===== src/rtl/alu_exec_stage.sv =====
// ---------------------------------------------------------------------------
// alu_exec_stage
//   Decode/execute slice of the small 8-bit CPU. The 3-bit opcode is decoded
//   into control flags. The flags, the immediate and both register-file read
//   operands are held for one pipeline stage. In the following cycle the ALU
//   result, or the synchronised switch value, is presented as register-file
//   write data. The last ALU result is also kept on a registered output port.
//
// Optional feature:
//   ALU_SAT_ADD_EN  defined   -> adds clamp to 2^BUS_WIDTH-1 on overflow
//                   undefined -> adds wrap modulo 2^BUS_WIDTH (default)
//
// Ports:
//   i_clk         rising-edge clock
//   i_reset       synchronous, active-high reset
//   i_opcode      instr[11:9]
//   i_imm         instr[7:0], immediate
//   i_wr_addr_in  instr[7:6], destination register
//   i_data_a      register-file read port A
//   i_data_b      register-file read port B
//   i_sw_data     synchronised input-switch value
//   o_f_wait      combinational wait flag of the present opcode
//   o_we          registered register-file write enable
//   o_wr_addr     registered destination address
//   o_wr_data     write data, combinational from the stage registers
//   o_out_port    registered last ALU result
// ---------------------------------------------------------------------------
module alu_exec_stage #(
  parameter int BUS_WIDTH      = 8,
  parameter int OPCODE_WIDTH   = 3,
  parameter int REG_ADDR_WIDTH = 2
) (
  input  logic                      i_clk,
  input  logic                      i_reset,
  input  logic [OPCODE_WIDTH-1:0]   i_opcode,
  input  logic [BUS_WIDTH-1:0]      i_imm,
  input  logic [REG_ADDR_WIDTH-1:0] i_wr_addr_in,
  input  logic [BUS_WIDTH-1:0]      i_data_a,
  input  logic [BUS_WIDTH-1:0]      i_data_b,
  input  logic [BUS_WIDTH-1:0]      i_sw_data,
  output logic                      o_f_wait,
  output logic                      o_we,
  output logic [REG_ADDR_WIDTH-1:0] o_wr_addr,
  output logic [BUS_WIDTH-1:0]      o_wr_data,
  output logic [BUS_WIDTH-1:0]      o_out_port
);

  localparam logic [2:0] OP_NOP  = 3'b000;
  localparam logic [2:0] OP_WAIT = 3'b001;
  localparam logic [2:0] OP_IN   = 3'b010;
  localparam logic [2:0] OP_LDI  = 3'b011;
  localparam logic [2:0] OP_MOV  = 3'b100;
  localparam logic [2:0] OP_ADD  = 3'b101;
  localparam logic [2:0] OP_ADDI = 3'b110;
  localparam logic [2:0] OP_OR   = 3'b111;

  // Decoder outputs; reg_en bit 0 selects A, bit 1 selects B, bit 2 the immediate.
  logic       w_f_add;
  logic       w_f_wait;
  logic       w_f_load;
  logic       w_wr_res;
  logic [2:0] w_reg_en;

  // Stage registers
  logic [BUS_WIDTH-1:0]      r_op_a;
  logic [BUS_WIDTH-1:0]      r_op_b;
  logic [BUS_WIDTH-1:0]      r_op_imm;
  logic                      r_add;
  logic                      r_load;
  logic [2:0]                r_en;
  logic                      r_we;
  logic [REG_ADDR_WIDTH-1:0] r_wr_addr;
  logic [BUS_WIDTH-1:0]      r_out_port;

  // ALU datapath
  logic [BUS_WIDTH-1:0] w_src_a;
  logic [BUS_WIDTH-1:0] w_src_b;
  logic [BUS_WIDTH-1:0] w_src_i;
  logic [BUS_WIDTH-1:0] w_add_res;
  logic [BUS_WIDTH-1:0] w_alu;

  // Opcode decode into control flags
  always_comb begin
    w_f_add  = 1'b0;
    w_f_wait = 1'b0;
    w_f_load = 1'b0;
    w_wr_res = 1'b0;
    w_reg_en = 3'b000;
    case (i_opcode)
      OP_NOP: begin
        w_f_add = 1'b0;
      end
      OP_WAIT: begin
        w_f_wait = 1'b1;
      end
      OP_IN: begin
        w_f_load = 1'b1;
        w_wr_res = 1'b1;
      end
      OP_LDI: begin
        w_reg_en = 3'b100;
        w_wr_res = 1'b1;
      end
      OP_MOV: begin
        w_reg_en = 3'b001;
        w_wr_res = 1'b1;
      end
      OP_ADD: begin
        w_reg_en = 3'b011;
        w_f_add  = 1'b1;
        w_wr_res = 1'b1;
      end
      OP_ADDI: begin
        w_reg_en = 3'b101;
        w_f_add  = 1'b1;
        w_wr_res = 1'b1;
      end
      OP_OR: begin
        w_reg_en = 3'b011;
        w_wr_res = 1'b1;
      end
      default: begin
        w_reg_en = 3'b000;
      end
    endcase
  end

  // Pipeline stage: capture operands and decoded controls every cycle
  always_ff @(posedge i_clk) begin
    if (i_reset) begin
      r_op_a    <= {BUS_WIDTH{1'b0}};
      r_op_b    <= {BUS_WIDTH{1'b0}};
      r_op_imm  <= {BUS_WIDTH{1'b0}};
      r_add     <= 1'b0;
      r_load    <= 1'b0;
      r_en      <= 3'b000;
      r_we      <= 1'b0;
      r_wr_addr <= {REG_ADDR_WIDTH{1'b0}};
    end else begin
      r_op_a    <= i_data_a;
      r_op_b    <= i_data_b;
      r_op_imm  <= i_imm;
      r_add     <= w_f_add;
      r_load    <= w_f_load;
      r_en      <= w_reg_en;
      r_we      <= w_wr_res;
      r_wr_addr <= i_wr_addr_in;
    end
  end

  assign w_src_a = r_en[0] ? r_op_a   : {BUS_WIDTH{1'b0}};
  assign w_src_b = r_en[1] ? r_op_b   : {BUS_WIDTH{1'b0}};
  assign w_src_i = r_en[2] ? r_op_imm : {BUS_WIDTH{1'b0}};

`ifdef ALU_SAT_ADD_EN
  // Two guard bits hold the full sum of three sources so overflow is visible.
  logic [BUS_WIDTH+1:0] w_sum_full;
  assign w_sum_full = {2'b00, w_src_a} + {2'b00, w_src_b} + {2'b00, w_src_i};

  // Clamp the adder result to all-ones on overflow
  always_comb begin
    if (w_sum_full[BUS_WIDTH+1:BUS_WIDTH] != 2'b00) begin
      w_add_res = {BUS_WIDTH{1'b1}};
    end else begin
      w_add_res = w_sum_full[BUS_WIDTH-1:0];
    end
  end
`else
  // Modulo add: the carry out is simply dropped.
  assign w_add_res = w_src_a + w_src_b + w_src_i;
`endif

  // ALU function select: add or bitwise OR of the masked sources
  always_comb begin
    if (r_add) begin
      w_alu = w_add_res;
    end else begin
      w_alu = w_src_a | w_src_b | w_src_i;
    end
  end

  // Output port keeps the last ALU result; instructions with no sources leave it alone
  always_ff @(posedge i_clk) begin
    if (i_reset) begin
      r_out_port <= {BUS_WIDTH{1'b0}};
    end else if (r_en != 3'b000) begin
      r_out_port <= w_alu;
    end else begin
      r_out_port <= r_out_port;
    end
  end

  assign o_f_wait   = w_f_wait;
  assign o_we       = r_we;
  assign o_wr_addr  = r_wr_addr;
  assign o_wr_data  = r_load ? i_sw_data : w_alu;
  assign o_out_port = r_out_port;

endmodule


===== config.mk =====
export PLATFORM = sky130hd
export DESIGN_NAME = alu_exec_stage
export DESIGN_NICKNAME = d
export VERILOG_FILES = /design/src/rtl/alu_exec_stage.sv
export SDC_FILE = /design/constraint.sdc
export NUM_CORES = 1
export LEC_CHECK = 0
export ABC_AREA = 1
export BUFFER_PORTS_ARGS = -buffer_cell sky130_fd_sc_hd__buf_2
export CORE_MARGIN = 2
export CORE_UTILIZATION = 52
export DETAILED_ROUTE_END_ITERATION = 12
export GPL_TIMING_DRIVEN = 0
export HOLD_SLACK_MARGIN = 0.12
export PLACE_DENSITY_LB_ADDON = 0.25
export SLEW_MARGIN = 10
export SYNTH_ARGS = -nofsm -noshare
export SYNTH_HDL_FRONTEND = slang
export SYNTH_SLANG_ARGS = --single-unit

===== constraint.sdc =====
create_clock -name i_clk -period 2.9 [get_ports i_clk]
set_input_delay 0 -clock i_clk [delete_from_list [all_inputs] [get_ports i_clk]]
set_output_delay 0 -clock i_clk [all_outputs]
set_load 0.02 [all_outputs]

After elaboration in Yosys (flattened, before gate mapping):

Index checks and enable logic that the tools add are counted.

* logic and storage cells: 34
* bits in registers: 40
* input bits: 39
* output and inout bits: 20

* add/subtract/negate cells: 2
* reductions and logical operators: 4
* bitwise gates (word level): 2
* multiplexer cells: 10
* equal/unequal tests: 7

Operator list (count)
* two-way mux 8 bit: 5
* adder 8 bit: 2
* bitwise OR 8 bit: 2
* equality test 3 bit, second input constant: 4
* one-hot mux 3 bit (4 select lines): 1
* equality test 3 x 2 -> 1 bit, second input constant: 2
* OR reduction 6 bit: 1
* two-way mux 1 bit: 4
* OR reduction 2 bit: 2
* equality test 3 x 1 -> 1 bit, second input constant: 1
* nonzero test 3 bit: 1

Depth between registers and ports, before layout:

* word-level depth: 5
* gate-level depth with buffers: 15
* gate-level depth less buffers: 14

Worst setup path after synthesis:

OpenSTA, ideal clock, no wires.

* path type: register to register
* from: reg r_en[0]
* to: reg r_out_port[3], in the netlist o_out_port[3]
* clock period less this slack: 2381 ps
* required time: 2786 ps
* arrival: 2267 ps
* slack: 519 ps
* stages on the path, launching flop included: 12
* buffers on the path: 1
* library setup time: 114 ps
* path through: dfxtp_1 -> buf_6 -> nand2_1 -> fa_1 -> inv_1 -> ha_1 -> fa_1 -> or2_2 -> a21oi_1 -> a31oi_1 -> o21bai_1 -> inv_1

* longest elaborated chain between the ends: 4
* elaborated cells on any way between the ends: 7
* classes of those cells: 2 x add/sub; 2 x mux; 2 x bitwise; 1 x reduce/logical

RTL lines
* from (decl): RTL line 70 `logic [2:0] r_en;`
* from (signal assigned): RTL line 145 `r_en <= w_reg_en;`
* two-way mux 8 bit: RTL line 151 `assign w_src_a = r_en[0] ? r_op_a : {BUS_WIDTH{1'b0}};`
* adder 8 bit or bitwise OR 8 bit (tied branches) (2 in a row): RTL line 170, 178
* two-way mux 8 bit: RTL line 175 `if (r_add) begin`
* to (signal assigned): RTL line 185 `r_out_port <= {BUS_WIDTH{1'b0}};`
* to (signal assigned): RTL line 187 `r_out_port <= w_alu;`
* to (signal assigned): RTL line 189 `r_out_port <= r_out_port;`
* to (decl): RTL line 73 `logic [BUS_WIDTH-1:0] r_out_port;`

Parallel ways exist; a longest one is shown, timed or not.
A chain may end at the register's enable or synchronous reset.

Worst setup path in the final report:

* from: reg r_en[0]
* to: out o_wr_data[3]

* longest elaborated chain between the ends: 5
* elaborated cells on any way between the ends: 7
* classes of those cells: 2 x add/sub; 3 x mux; 2 x bitwise

RTL lines
* two-way mux 8 bit (*): RTL line 151
* adder 8 bit or bitwise OR 8 bit (tied branches) (2 in a row): RTL line 170, 178
* two-way mux 8 bit (*): RTL line 175
* two-way mux 8 bit (*): RTL line 196 `assign o_wr_data = r_load ? i_sw_data : w_alu;`
* to (decl): RTL line 44 `output logic [BUS_WIDTH-1:0] o_wr_data,`

Mark *: on every way between the ends. The rest lies on a longest branch, timed or not.

==> results.txt <==
The run finished with clean final reports. After detailed routing, the average wire length per cell comes to ~11 µm. The minimum setup slack after placement is 295 ps. The post-layout net count came out at around 450.

From bottom edge to top edge, the die measures 68.1 µm. For this design the ratio of total power to cell area is 426 mW/mm². The critical path in this run is classified as register to output pin. Pin placement for this block handled around 60 I/O pins. The total routing usage reported by global routing is 21.4%. The placed wire-length estimate after detailed placement came out at between 3000 and 4000 µm.

The via count of the first global-routing pass is ~1,700. Between clock sinks in the finished design, the worst skew comes to ~4.7 ps. The number of slew-limit violations in the final report came out at 0.

The number of register bits inferred by synthesis is 40. The slowest stage of the critical path is the fa_1 cell. In the finished design, the share of the clock period the worst path needs comes to 95.3%.

The total power of the final layout came out at 0.00129 W. The element type at the critical path end is an output pin. In this run the worst hold path is classified as input port to output pin. For the worst-skew pair, the clock arrives at the later sink with an insertion delay of between 200 and 300 ps.

The number of nets handed over by synthesis was about 350. Across the whole layout, storage elements account for between 800 and 900 µm². In this run the cell area of the synthesized design comes to between 0.002 and 0.0025 mm². In this run the critical register-to-register path is launched from r_en[0]. The minimum setup slack in the final design came out at between 100 and 150 ps. The number of iterations in the first detailed-routing pass is 5.

The largest net degree at the start of global routing came out at 13. The worst min-delay path startpoint is i_sw_data[7]. The signal on the critical path passes through buf_6 > nand2_2 > fa_1 > inv_1 > ha_1 > fa_2 > or2_2 > a21oi_2 > a31oi_1 > nand2_1 > nand2_1 > buf_2. The arrival time at the worst endpoint is about 2800 ps. Counting the fill cells in the layout gives a little under 300. The detailed-route vias per instance came out at around 4.5. At the pin with the least slew margin, the transition time is about 490 ps. The met1 track demand over resource in global routing is 24.4%.

CTS saw 40 sinks. STA puts the critical path data required time at 2900 ps. Compared with the post-synthesis result, the final layout area differs by 41.5%. The global-route met2 utilization came out at 38.6%. The most frequent cell on the critical path is nand2_1. The routability congestion estimate came out at between 0.8 and 0.9. The number of hold-slack violations in the final timing report is 0.

The antenna diode count came out at 0. The startpoint type of the worst setup path is a register. The area of the multi-input gates is around 0.0011 mm². Once placement finished, the instance area stood at 0.00249 mm². The critical path starts at r_en[0]. The static leakage came out at 1.73 nW. The number of max-cap violations is 0. The CTS buffer count is 5.

The final period demand of the worst path came out at approximately 2800 ps. The total of endpoints with negative setup slack in the final report is 0. After routing the design area is roughly 0.003 mm².

Setup repair after global routing could not meet its margin everywhere. Port buffering added between 50 and 60 buffers. The gate count after technology mapping came out at about 290. The layer flagged by global routing as most heavily used is met2.

The number of design-rule violations left by the first detailed-router iteration is 66. The portion of the post-synthesis area used by sequential elements is 37.4%. The number of antenna violations at the first check in global routing came out at 0. The number of unique standard cell types used by synthesis is 29. The global-route wire length before repair is 7220 µm.

The die width came out at about 68 µm. Of the cells placed in the final design, the portion with a size suffix greater than 1 is approximately a quarter. The maximum fanout along the worst path came out at 6. The overall die area came out at roughly 0.0046 mm². The effective utilization at floorplan is 53.9%. The met3 layer usage reported by global route is 5.10%. The DRC violation count after routing is 0. Clock-pin slew was measured on the worst setup and hold paths at around 70 ps. The relative slew slack is 67.1%.

The post-route antenna net violation count came out at 0. In this design, the stage delay of the slowest critical-path cell is 530 ps. Global routing finished with a remaining overflow of 0.

The upper clock frequency limit came out at around 0.36 GHz. The TritonCTS clock tree is done. The count of H-tree levels built during CTS came out at 2.

In this run the deepest clock path goes through 2 buffers. The average cell area after synthesis came out at about 7.4 µm². Across the VDD grid, the largest voltage drop is about 0.33 mV. The core outline area is between 0.003 and 0.004 mm². In this run the core area contains 23 standard-cell rows. The tree is rooted in a clkbuf_8. Yosys printed 0 warnings. The routed design has roughly 4700 µm of wire. The routed via count came out at approximately 2,000.
sequential cells by signal (all words and copies together) (netlist names):
| register | count |
|---|---|
| r_en | 3 |
| r_load | 1 |
| r_add | 1 |
| o_we | 1 |
| o_wr_addr | 2 |
| o_out_port | 8 |
| r_op_a | 8 |
| r_op_b | 8 |
| r_op_imm | 8 |
per-stage QoR:
step                      TNS, ps  hold WS (ps)  util, %  instances
after global routing        -33.3           335     76.2        444
after floorplan                 0          76.8        -        291
after global placement          0           198     62.8        399
after CTS                       0           310     73.6        439
final                           0           297     76.2        444
after detailed placement        0           206     62.8        399
power by group:
part / leakage [nW] / switching, W / internal, W
Sequential: 0.332 / 0.0000118 / 0.000582
Combinational: 1.34 / 0.000132 / 0.000117
Clock: 0.0552 / 0.000190 / 0.000255
Total: 1.73 / 0.000334 / 0.000955
placed cells by master, fill, tap and decap left out, types with 5 or more instances in the layout:
cell,netlist,layout
clkbuf_8,0,5
ha_1,14,12
dlygate4sd3_1,0,32
buf_4,1,5
nor2_1,33,33
dfxtp_1,40,40
fa_1,8,7
inv_1,61,61
buf_2,2,59
nand3_1,18,17
o21ai_0,11,11
a21oi_1,7,5
nand2_1,69,66
final timing paths:
path	end	slack (ps)	cells past startpoint
worst max-delay path	o_wr_data[3]	140	12
worst min-delay path	o_wr_data[7]	300	4
worst max register to register	o_out_port[3]	400	11
worst min register to register	o_out_port[4]	500	2
what timing repair did:
action | in CTS | in global routing
pin swaps | 0 | 0
setup endpoints to repair | 1 | 4
cloned | 0 | 0
resized for setup | 1 | 11
buffers inserted | 0 | 5
hold endpoints to repair | 32 | 0
hold buffers | 32 | 0
cell usage after synthesis, drive strengths merged:
library cell	instances	area, µm²
a21boi	1	7.51
a21oi	7	35.0
a31oi	2	12.5
and2	1	6.26
buf	8	58.8
clkbuf	1	3.75
dfxtp	40	801
fa	8	160
ha	14	175
inv	62	233
nand2	70	265
nand3	19	100
nand3b	1	7.51
nor2	33	124
nor3	2	21.3
nor3b	1	7.51
o211ai	1	12.5
o21ai	15	75.1
o21bai	2	15.0
or2	3	18.8
area by class of cell:
class	instances	share of cell area [%]
plain buffers	9	2.19
clock buffers	6	2.40
clock inverters	2	1.16
inverters	62	7.69
multi-input cells	180	36.2
flip-flops and latches	40	26.4
well taps	50	2.07
repair buffers	95	21.9
layer usage:
layer	vias up	share of wire, %
met1	863	42
met5	-	0
met3	10	6.1
met2	63	49
met4	0	2.0
li1	1074	-
worst max-delay path, delay by kind of cell (launching register included):
kind                     cells  cell delay [ps]
AO/OA/AOI/OAI                2              220
adder cells (fa/ha/maj)      3             1120
buffers and inverters        3              310
flip-flops                   1              330
AND/OR/NAND/NOR              4              490
cells by family (layout without fill, tap and decap cells):
family,after synthesis,in the layout,share of synthesized area (%)
AND/OR/NAND/NOR,130,130,25.7
AO/OA/AOI/OAI,28,28,7.37
adder cells (fa/ha/maj),22,22,15.7
flip-flops,40,40,37.4
buffers and inverters,71,174,13.8
Power figures use the tool's default switching activity.
